===== config.mk =====
export PLATFORM = sky130hd
export DESIGN_NAME = ex_alu_share_ctrl_flat
export DESIGN_NICKNAME = d
export VERILOG_FILES = /design/src/rtl/ex_alu_share_ctrl_pkg.sv /design/src/rtl/ex_alu_share_ctrl_if.sv /design/src/rtl/ex_alu_share_ctrl_rr_arbiter.sv /design/src/rtl/ex_alu_share_ctrl.sv /design/src/flat_wrapper.sv
export SDC_FILE = /design/constraint.sdc
export NUM_CORES = 1
export LEC_CHECK = 0
export ABC_AREA = 0
export CAP_MARGIN = 25
export CORE_ASPECT_RATIO = 0.5
export CORE_UTILIZATION = 30
export CTS_BUF_LIST = sky130_fd_sc_hd__clkbuf_8 sky130_fd_sc_hd__clkbuf_16
export DETAILED_ROUTE_END_ITERATION = 12
export PLACE_DENSITY = 0.81
export SYNTH_ARGS = -nofsm -noshare
export SYNTH_HDL_FRONTEND = slang
export SYNTH_SLANG_ARGS = --single-unit

===== constraint.sdc =====
create_clock -name clk -period 4.6 [get_ports clk]
set_input_delay 0.92 -clock clk [delete_from_list [all_inputs] [get_ports clk]]
set_output_delay 0.92 -clock clk [all_outputs]
set_load 0.1 [all_outputs]

===== src/rtl/ex_alu_share_ctrl_pkg.sv =====
// ex_alu_share_ctrl_pkg
//   Shared types for the Execute-stage ALU sharing controller: the one-hot
//   bit-op enable vector, the canonical default-width request record, and
//   a one-hot legality helper.
//   No ports (package).
package ex_alu_share_ctrl_pkg;

  localparam int BITOP_W  = 5;
  localparam int CPU_XLEN = 32;
  localparam int EX_TAG_W = 4;

  typedef logic [CPU_XLEN-1:0] CpuType;

  // Declared MSB first, so band lands on bit 0 and slt on bit 4.
  typedef struct packed {
    logic slt;
    logic sub;
    logic bxor;
    logic bor;
    logic band;
  } BitOpEn_t;

  typedef struct packed {
    BitOpEn_t              op;
    CpuType                s1;
    logic                  s1sign;
    CpuType                s2;
    logic                  s2sign;
    logic [EX_TAG_W-1:0]   tag;
  } ExShareReq_t;

  // A request is legal only when exactly one ALU function is selected.
  function automatic logic bitop_is_onehot(input BitOpEn_t op);
    logic [BITOP_W-1:0] v;
    v = op;
    return $onehot(v);
  endfunction

endpackage


===== src/rtl/ex_alu_share_ctrl_if.sv =====
// ex_alu_share_ctrl_if
//   Bundles the requester bus, the shared-ALU bus and the response bus of
//   ex_alu_share_ctrl.
//   master : controller view (requests/ALU result/consumer ready in,
//            grants/ALU operands/response out)
//   slave  : environment view (the mirror of master)
interface ex_alu_share_ctrl_if
  import ex_alu_share_ctrl_pkg::*;
#(
  parameter int XLEN = 32,
  parameter int NREQ = 2,
  parameter int TAGW = 4
);
  localparam int IDW = (NREQ > 1) ? $clog2(NREQ) : 1;

  logic [NREQ-1:0]                iReqValid;
  logic [NREQ-1:0]                oReqReady;
  logic [NREQ-1:0][BITOP_W-1:0]   iReqOp;
  logic [NREQ-1:0][XLEN-1:0]      iReqS1;
  logic [NREQ-1:0][XLEN-1:0]      iReqS2;
  logic [NREQ-1:0]                iReqS1Sign;
  logic [NREQ-1:0]                iReqS2Sign;
  logic [NREQ-1:0][TAGW-1:0]      iReqTag;

  logic [BITOP_W-1:0]             oAluOp;
  logic [XLEN-1:0]                oAluS1;
  logic [XLEN-1:0]                oAluS2;
  logic                           oAluS1Sign;
  logic                           oAluS2Sign;
  logic [XLEN-1:0]                iAluResult;

  logic                           oRspValid;
  logic                           iRspReady;
  logic [XLEN-1:0]                oRspResult;
  logic [IDW-1:0]                 oRspId;
  logic [TAGW-1:0]                oRspTag;
  logic                           oRspBadOp;

  modport master (
    input  iReqValid, iReqOp, iReqS1, iReqS2, iReqS1Sign, iReqS2Sign, iReqTag,
    input  iAluResult, iRspReady,
    output oReqReady, oAluOp, oAluS1, oAluS2, oAluS1Sign, oAluS2Sign,
    output oRspValid, oRspResult, oRspId, oRspTag, oRspBadOp
  );

  modport slave (
    output iReqValid, iReqOp, iReqS1, iReqS2, iReqS1Sign, iReqS2Sign, iReqTag,
    output iAluResult, iRspReady,
    input  oReqReady, oAluOp, oAluS1, oAluS2, oAluS1Sign, oAluS2Sign,
    input  oRspValid, oRspResult, oRspId, oRspTag, oRspBadOp
  );

endinterface


===== src/rtl/ex_alu_share_ctrl_rr_arbiter.sv =====
// rr_arbiter
//   Round-robin arbiter: grants the first requester at or after the
//   pointer (wrapping), and moves the pointer past the winner on a grant.
//   clk, rst_n : clock, synchronous active-low reset (pointer -> 0)
//   req[N]     : request vector
//   en         : grants allowed this cycle
//   gnt[N]     : one-hot grant (combinational)
//   gnt_idx    : index of the granted requester
module rr_arbiter #(
  parameter int N  = 2,
  parameter int IW = (N > 1) ? $clog2(N) : 1
) (
  input  logic          clk,
  input  logic          rst_n,
  input  logic [N-1:0]  req,
  input  logic          en,
  output logic [N-1:0]  gnt,
  output logic [IW-1:0] gnt_idx
);

  logic [IW-1:0] ptr;
  logic          found;

  // Scan offsets 0..N-1 from the pointer; the first valid requester wins.
  always_comb begin
    gnt     = '0;
    gnt_idx = '0;
    found   = 1'b0;
    for (int k = 0; k < N; k++) begin
      for (int i = 0; i < N; i++) begin
        if (en && !found && req[i] && (i == ((int'(ptr) + k) % N))) begin
          found   = 1'b1;
          gnt[i]  = 1'b1;
          gnt_idx = IW'(i);
        end
      end
    end
  end

  // A grant is always consumed, so the pointer moves on every grant.
  always_ff @(posedge clk) begin
    if (!rst_n) begin
      ptr <= '0;
    end else if (found) begin
      ptr <= (gnt_idx == IW'(N - 1)) ? '0 : gnt_idx + IW'(1);
    end
  end

endmodule


===== src/rtl/ex_alu_share_ctrl.sv =====
// ex_alu_share_ctrl
//   Shares one single-cycle AND/OR/XOR/SUB/SLT ALU between NREQ issue
//   requesters. A round-robin grant steers the winner's op and operands to
//   the ALU combinationally; the ALU result, requester index and tag are
//   captured in a one-entry output stage with valid/ready back-pressure.
//   clk, rst_n : clock, synchronous active-low reset
//   bus        : ex_alu_share_ctrl_if.master
//     iReqValid/oReqReady/iReqOp/iReqS1/iReqS2/iReqS1Sign/iReqS2Sign/iReqTag
//                : requester side
//     oAluOp/oAluS1/oAluS2/oAluS1Sign/oAluS2Sign/iAluResult : shared ALU
//     oRspValid/iRspReady/oRspResult/oRspId/oRspTag/oRspBadOp : response
module ex_alu_share_ctrl
  import ex_alu_share_ctrl_pkg::*;
#(
  parameter int XLEN = 32,
  parameter int NREQ = 2,
  parameter int TAGW = 4
) (
  input  logic                clk,
  input  logic                rst_n,
  ex_alu_share_ctrl_if.master bus
);

  localparam int IDW = (NREQ > 1) ? $clog2(NREQ) : 1;

  typedef struct packed {
    BitOpEn_t        op;
    logic [XLEN-1:0] s1;
    logic            s1sign;
    logic [XLEN-1:0] s2;
    logic            s2sign;
    logic [TAGW-1:0] tag;
  } req_t;

  logic            free_p0;
  logic            arb_en_p0;
  logic [NREQ-1:0] gnt_p0;
  logic [IDW-1:0]  gnt_idx_p0;
  logic            accept_p0;
  req_t            sel_p0;
  logic            bad_op_p0;

  logic            vld_p1;
  logic [XLEN-1:0] rsp_result_p1;
  logic [IDW-1:0]  rsp_id_p1;
  logic [TAGW-1:0] rsp_tag_p1;
  logic            rsp_bad_p1;

  // ---- p0: arbitration and operand steering ----
  // The output slot can take a new result when empty or draining this cycle.
  assign free_p0   = !vld_p1 || bus.iRspReady;
  assign arb_en_p0 = free_p0 && rst_n;

  rr_arbiter #(.N(NREQ), .IW(IDW)) u_arb (
    .clk     (clk),
    .rst_n   (rst_n),
    .req     (bus.iReqValid),
    .en      (arb_en_p0),
    .gnt     (gnt_p0),
    .gnt_idx (gnt_idx_p0)
  );

  assign accept_p0 = |gnt_p0;

  // One-hot grant mux; all fields stay zero when nobody is granted.
  always_comb begin
    sel_p0 = '0;
    for (int i = 0; i < NREQ; i++) begin
      if (gnt_p0[i]) begin
        sel_p0.op     = BitOpEn_t'(bus.iReqOp[i]);
        sel_p0.s1     = bus.iReqS1[i];
        sel_p0.s1sign = bus.iReqS1Sign[i];
        sel_p0.s2     = bus.iReqS2[i];
        sel_p0.s2sign = bus.iReqS2Sign[i];
        sel_p0.tag    = bus.iReqTag[i];
      end
    end
  end

  assign bad_op_p0 = !bitop_is_onehot(sel_p0.op);

  // An illegal op is still consumed, but the ALU is left idle for it.
  assign bus.oReqReady  = gnt_p0;
  assign bus.oAluOp     = (accept_p0 && !bad_op_p0) ? sel_p0.op : BitOpEn_t'('0);
  assign bus.oAluS1     = sel_p0.s1;
  assign bus.oAluS2     = sel_p0.s2;
  assign bus.oAluS1Sign = sel_p0.s1sign;
  assign bus.oAluS2Sign = sel_p0.s2sign;

  // ---- p1: one-entry response register ----
  always_ff @(posedge clk) begin
    if (!rst_n) begin
      vld_p1        <= 1'b0;
      rsp_result_p1 <= '0;
      rsp_id_p1     <= '0;
      rsp_tag_p1    <= '0;
      rsp_bad_p1    <= 1'b0;
    end else if (accept_p0) begin
      vld_p1        <= 1'b1;
      rsp_result_p1 <= bad_op_p0 ? '0 : bus.iAluResult;
      rsp_id_p1     <= gnt_idx_p0;
      rsp_tag_p1    <= sel_p0.tag;
      rsp_bad_p1    <= bad_op_p0;
    end else if (bus.iRspReady) begin
      vld_p1        <= 1'b0;
    end
  end

  assign bus.oRspValid  = vld_p1;
  assign bus.oRspResult = rsp_result_p1;
  assign bus.oRspId     = rsp_id_p1;
  assign bus.oRspTag    = rsp_tag_p1;
  assign bus.oRspBadOp  = rsp_bad_p1;

endmodule


===== src/flat_wrapper.sv =====
// flat-port wrapper written by rule: the top's interface ports become plain ports
module ex_alu_share_ctrl_flat import ex_alu_share_ctrl_pkg::*;
#(
  parameter int XLEN = 32,
  parameter int NREQ = 2,
  parameter int TAGW = 4
)
  (clk, rst_n, bus_iReqValid, bus_iReqOp, bus_iReqS1, bus_iReqS2, bus_iReqS1Sign, bus_iReqS2Sign, bus_iReqTag, bus_iAluResult, bus_iRspReady, bus_oReqReady, bus_oAluOp, bus_oAluS1, bus_oAluS2, bus_oAluS1Sign, bus_oAluS2Sign, bus_oRspValid, bus_oRspResult, bus_oRspId, bus_oRspTag, bus_oRspBadOp);
  ex_alu_share_ctrl_if #(.XLEN(XLEN), .NREQ(NREQ), .TAGW(TAGW)) bus_i ();
  input  logic clk;
  input  logic rst_n;
  input wire logic [$bits(bus_i.iReqValid)-1:0] bus_iReqValid;
  input wire logic [$bits(bus_i.iReqOp)-1:0] bus_iReqOp;
  input wire logic [$bits(bus_i.iReqS1)-1:0] bus_iReqS1;
  input wire logic [$bits(bus_i.iReqS2)-1:0] bus_iReqS2;
  input wire logic [$bits(bus_i.iReqS1Sign)-1:0] bus_iReqS1Sign;
  input wire logic [$bits(bus_i.iReqS2Sign)-1:0] bus_iReqS2Sign;
  input wire logic [$bits(bus_i.iReqTag)-1:0] bus_iReqTag;
  input wire logic [$bits(bus_i.iAluResult)-1:0] bus_iAluResult;
  input wire logic [$bits(bus_i.iRspReady)-1:0] bus_iRspReady;
  output wire logic [$bits(bus_i.oReqReady)-1:0] bus_oReqReady;
  output wire logic [$bits(bus_i.oAluOp)-1:0] bus_oAluOp;
  output wire logic [$bits(bus_i.oAluS1)-1:0] bus_oAluS1;
  output wire logic [$bits(bus_i.oAluS2)-1:0] bus_oAluS2;
  output wire logic [$bits(bus_i.oAluS1Sign)-1:0] bus_oAluS1Sign;
  output wire logic [$bits(bus_i.oAluS2Sign)-1:0] bus_oAluS2Sign;
  output wire logic [$bits(bus_i.oRspValid)-1:0] bus_oRspValid;
  output wire logic [$bits(bus_i.oRspResult)-1:0] bus_oRspResult;
  output wire logic [$bits(bus_i.oRspId)-1:0] bus_oRspId;
  output wire logic [$bits(bus_i.oRspTag)-1:0] bus_oRspTag;
  output wire logic [$bits(bus_i.oRspBadOp)-1:0] bus_oRspBadOp;
  assign bus_i.iReqValid = bus_iReqValid;
  assign bus_i.iReqOp = bus_iReqOp;
  assign bus_i.iReqS1 = bus_iReqS1;
  assign bus_i.iReqS2 = bus_iReqS2;
  assign bus_i.iReqS1Sign = bus_iReqS1Sign;
  assign bus_i.iReqS2Sign = bus_iReqS2Sign;
  assign bus_i.iReqTag = bus_iReqTag;
  assign bus_i.iAluResult = bus_iAluResult;
  assign bus_i.iRspReady = bus_iRspReady;
  assign bus_oReqReady = bus_i.oReqReady;
  assign bus_oAluOp = bus_i.oAluOp;
  assign bus_oAluS1 = bus_i.oAluS1;
  assign bus_oAluS2 = bus_i.oAluS2;
  assign bus_oAluS1Sign = bus_i.oAluS1Sign;
  assign bus_oAluS2Sign = bus_i.oAluS2Sign;
  assign bus_oRspValid = bus_i.oRspValid;
  assign bus_oRspResult = bus_i.oRspResult;
  assign bus_oRspId = bus_i.oRspId;
  assign bus_oRspTag = bus_i.oRspTag;
  assign bus_oRspBadOp = bus_i.oRspBadOp;
  ex_alu_share_ctrl #(.XLEN(XLEN), .NREQ(NREQ), .TAGW(TAGW)) u_core (.clk(clk), .rst_n(rst_n), .bus(bus_i));
endmodule

### Yosys cells after proc, flatten, opt, wreduce, memory -nomap -nowiden

Index checks and enable logic that the tools add are counted.

* $add $sub $neg: 6
* equality and inequality tests: 2
* muxes and demuxes: 16
* bitwise logic cells: 1
* reductions and logical operators: 23

Operators with widths (number)
* 2-to-1 mux 75 bit: 2
* zero test 32 bit: 2
* 2-to-1 mux 32 bit: 1
* logical AND 1 bit: 13
* 2-to-1 mux 1 bit: 12
* zero test 1 bit: 5
* 2-to-1 mux 5 bit: 1
* adder 1 x 1 -> 2 bit: 2
* adder 3 x 1 -> 3 bit: 1
* adder 3 bit: 1
* equality test 3 x 1 -> 1 bit, second input constant: 1
* adder 1 bit, second input constant: 2
* equality test 2 bit, first input constant: 1
* nonzero test 2 bit: 1
* OR reduction 2 bit: 1
* bitwise AND 1 bit, first input constant: 1
* logical OR 1 bit: 1

* bits in registers: 40
* bits of input ports: 187
* output and inout bits: 112
* word-level logic and storage cells: 54

### Logic depth before layout (Yosys ltp)

* word-level depth: 28
* depth in mapped cells: 13
* mapped depth without buffers: 10

### Hierarchy

A second synthesis with hierarchy kept.

* cells, all modules: 328
* area, all modules: 3226.8 um^2

Modules (own cells, without submodules)
* ex_alu_share_ctrl: times used 1, cells an instance 319, area each 3161.8 um^2
* rr_arbiter: times used 1, cells an instance 9, area each 65.1 um^2

### Least setup slack after synthesis

OpenSTA, ideal clock, no wires.

* kind: in2out
* start point: in bus_iReqValid[1]
* end point: out bus_oAluOp[0]
* arrival: 5.827 ns
* path slack: -2.147 ns
* stages: 12
* path buffers: 4
* path through: buf_4 > nand2_4 > and4_4 > buf_6 > buf_2 > a22oi_1 > fa_1 > fa_1 > and4b_1 > buf_2 > o211ai_1 > a211oi_1

RTL lines
* start: declaration: line flat_wrapper.sv:12 `input wire logic [$bits(bus_i.iReqValid)-1:0] bus_iReqValid;`
* logical AND 1 bit * (2 in a row): line ex_alu_share_ctrl_rr_arbiter.sv:31 `if (en && !found && req[i] && (i == ((int'(ptr) + k) % N))) begin`
* 2-to-1 mux 1 bit *: line ex_alu_share_ctrl_rr_arbiter.sv:31
* zero test 1 bit *: line ex_alu_share_ctrl_rr_arbiter.sv:31
* logical AND 1 bit * (3 in a row): line ex_alu_share_ctrl_rr_arbiter.sv:31
* 2-to-1 mux 1 bit *: line ex_alu_share_ctrl_rr_arbiter.sv:31
* named net bus_oReqReady[0]: line flat_wrapper.sv:21 `output wire logic [$bits(bus_i.oReqReady)-1:0] bus_oReqReady;`
* 2-to-1 mux 75 bit (2 in a row): line ex_alu_share_ctrl.sv:69 `if (gnt_p0[i]) begin`
* adder 1 x 1 -> 2 bit (not written as such): line ex_alu_share_ctrl_pkg.sv:36 `return $onehot(v);`
* adder 3 bit (not written as such): line ex_alu_share_ctrl_pkg.sv:36
* adder 3 x 1 -> 3 bit (not written as such): line ex_alu_share_ctrl_pkg.sv:36
* equality test 3 x 1 -> 1 bit: line ex_alu_share_ctrl_pkg.sv:36
* logical AND 1 bit: line ex_alu_share_ctrl.sv:84 `assign bus.oAluOp = (accept_p0 && !bad_op_p0) ? sel_p0.op : BitOpEn_t'('0);`
* 2-to-1 mux 5 bit *: line ex_alu_share_ctrl.sv:84
* end: declaration: line flat_wrapper.sv:22 `output wire logic [$bits(bus_i.oAluOp)-1:0] bus_oAluOp;`

Mark *: on every way through the listed nets, which the timed path passes. The rest lies on a longest branch.

### Final worst setup path

* start point: in bus_iReqOp[2]
* end point: out bus_oAluOp[3]

* longest elaborated chain between the ends: 8

RTL lines
* start: declaration: line flat_wrapper.sv:13 `input wire logic [$bits(bus_i.iReqOp)-1:0] bus_iReqOp;`
* 2-to-1 mux 75 bit (2 in a row): line ex_alu_share_ctrl.sv:69
* adder 1 x 1 -> 2 bit (not written as such): line ex_alu_share_ctrl_pkg.sv:36
* adder 3 bit (not written as such): line ex_alu_share_ctrl_pkg.sv:36
* adder 3 x 1 -> 3 bit (not written as such): line ex_alu_share_ctrl_pkg.sv:36
* equality test 3 x 1 -> 1 bit: line ex_alu_share_ctrl_pkg.sv:36
* logical AND 1 bit: line ex_alu_share_ctrl.sv:84
* 2-to-1 mux 5 bit: line ex_alu_share_ctrl.sv:84

No other way between the ends.

==> impl_metrics.toml <==
[clocking]
numCtsBuffers = 5
htree_levels = 2
postCtsHoldBufs = 0
tritoncts = "built"
root_buffer = "clkbuf_16"
clock_latency_ns = 0.28
clk_pin_slew_worst_paths_ns = 0.06
numClockSinks = 40
ctsLongestPathBuffers = 2

[yosys]
yosys_register_bits = 40
syn_nets = 551
synth_warnings = 0
yosysSeqAreaShare = 0.2658
synth_area_per_cell_um2 = 8.369
synth_cell_type_count = 31
syn_inst = 360
netlist_area_um2 = 3013

[floorplanning]
core_um2 = 9603
fp.dieH_um = 72.86
dieArea_um2 = 10470
die_w_um = 143.7
core.rowCount = 25
start_util = 0.3137
io_pins = 299

[timing]
relSlewSlack = 0.3180
hold_violations = 0
setup_viol = 0
worst_pin_slew_ns = 1.020
period_needed_ns = 4.591
hold_ws_ns = 0.4864
drv_slew = 0
fmax_mhz = 217.8
skew_ns = 0.002162
period_share = 0.9981

[detailed_routing]
first_iter_violations = 121
wl_per_cell_um = 18.83
vias = 3706
drtAntennaViolNets = 0
viasPerCell = 5.022
wirelength_mm = 13.90
drc = 0
drtPass1Iterations = 7

[setup_path]
required_ns = 3.68
critical_path_class = "in -> out"
critical_path_buf_inv_count = 4
critPathTopFamily = "adder cells"
critical-path-slowest-cell = "clkdlybuf4s50_1"
crit_chain = "clkdlybuf4s50_1 -> nand3_2 -> a21oi_2 -> ha_1 -> inv_1 -> fa_2 -> fa_1 -> and4b_1 -> o211ai_1 -> buf_6 -> a211oi_4 -> buf_12"
end_kind = "output pin"
critPathLaunchType = "input pin"
cp.arrival_ns = 3.67
path_max_fanout = 6
slowest_delay_ns = 0.47

[grt]
busiest_layer = "met2"
grt_pass1_wl_mm = 19.69
grt_overflow = 0
grt_pass1_vias = 3617
grt_max_degree = 73
use_met2 = 0.4477
track_usage = 0.2453
antenna_found_initial = 0
grt_util_met3 = 0.04134
grt.met1_usage = 0.2943

[placed_design]
hpwl_mm = 10.46
place.gp.congestion = 0.8811
place_inst = 715
port-buffer-count = 298

[final_layout]
fin_cells = 738
regArea_um2 = 802.0
nets = 793
fillers = 708
post_route_cells_drive_above_1_share = 0.2471
multi_input_comb_area_um2 = 1650
diodes = 0
area_growth_pct = 126.7

[power]
ir_drop_uv = 180.6
p_per_area_nw_per_um2 = 265.8
p_leak_nw = 2.662

[hold_path]
hp-class = "reg -> reg"

[status]
status = "finished, final reports clean"

[job]
maxCapViolations = 0
-- flip-flops by register name, summed over array words and instances, names as in the netlist --
register,flops
u_core.bus.oRspId,1
u_core.bus.oRspValid,1
u_core.bus.oRspResult,32
u_core.bus.oRspBadOp,1
u_core.u_arb.ptr,1
u_core.bus.oRspTag,4
-- synthesized netlist by cell type --
cell       n  area (um2)
o21ai_0    3       15.01
ha_1       2       25.02
buf_6      4       45.04
a31o_2     1       8.760
nor2_1     2       7.510
fa_1       2       40.04
nand2_4    1       11.26
clkbuf_1   8       30.03
a22oi_1    1       7.510
clkbuf_2   3       15.01
nor3_1     1       5.000
dfxtp_1   40       800.8
a211oi_1   5       37.54
nand2_1   34       127.6
and4_4     2       22.52
buf_4     67       503.0
a21oi_1    6       30.03
inv_1      5       18.77
nand2b_2   1       8.760
nand3_1   10       50.05
a22o_1    66       578.1
nor2b_1    1       6.260
o211ai_1  33       247.7
buf_1      3       11.26
or3_4      1       11.26
nand2b_4   1       13.76
a221o_1    4       40.04
o211a_1    5       50.05
buf_2     17       85.08
and4b_1    1       10.01
o21ai_1   30       150.1
-- logic make-up (layout without fill, tap and decap cells) --
kind of cell	Yosys count	after routing	share of synthesized area
simple gates	55	55	0.09095
fa+ha+maj	4	4	0.02159
compound gates	154	154	0.3866
buf+inv	107	350	0.2350
flops	40	40	0.2658
-- where the power goes --
group	internal [mW]	leakage, nW	switching, mW
logic	0.413	2.25	0.636
registers	0.366	0.326	0.0118
clock network	0.253	0.0850	0.136
total	1.03	2.66	0.784
-- final timing paths --
check / from / to / slack (ns) / cells after the start
max: bus_iReqOp[2] / bus_oAluOp[3] / 0.009 / 12
min: u_core.bus.oRspId / u_core.bus.oRspId / 0.49 / 1
max reg2reg: u_core.u_arb.ptr / u_core.bus.oRspResult[3] / 0.87 / 19
min reg2reg: u_core.bus.oRspId / u_core.bus.oRspId / 0.49 / 1
-- routing by layer --
metal	routed length [um]	part of all wire
met2	7262	0.52
met3	885	0.064
met5	0	0
met4	310	0.022
met1	5437	0.39
-- final cells by class --
| type | count | share of cell area |
|---|---|---|
| clock buffer | 5 | 0.01832 |
| clock inverter | 3 | 0.005678 |
| inverter | 5 | 0.002747 |
| multi-input combinational | 213 | 0.2416 |
| sequential | 40 | 0.1174 |
| tap | 135 | 0.02473 |
| timing repair buffer | 337 | 0.5896 |
-- cell usage in the layout (no fill, tap or decap), types with 3 or more instances in the layout --
cell type          n
clkdlybuf4s50_1  217
buf_12            73
a22o_1            66
dfxtp_1           39
buf_4             35
o211ai_1          33
nand2_1           33
o21ai_1           30
nand3_2            7
inv_1              5
a211oi_4           5
o211a_1            5
clkbuf_16          5
a21oi_2            4
a221o_1            4
dlymetal6s2s_1     4
buf_6              4
nand3_1            3
o21ai_0            3
dlygate4sd2_1      3
-- what timing repair did --
item	CTS	global route
endpoints found under the hold margin	0	0
endpoints found under the setup margin	5	5
pin swaps	7	10
gates resized for setup	13	12
buffers inserted	11	4
-- per-stage QoR --
stage / power (mW) / util / TNS, ns / setup WS, ns / area, um2
after CTS: 1.810 / 0.7036 / 0 / 0.01257 / 6756
final: 1.816 / 0.7114 / 0 / 0.008707 / 6832
after global routing: 1.871 / 0.7114 / -0.5511 / -0.1148 / 6832
after detailed placement: 1.401 / 0.6752 / -1.433 / -0.2890 / 6484
after floorplan: 1.028 / - / -2.485 / -0.4971 / 3156
after global placement: 1.391 / 0.6752 / -0.7053 / -0.1432 / 6484
No activity file was read; power rests on OpenSTA's default activity.
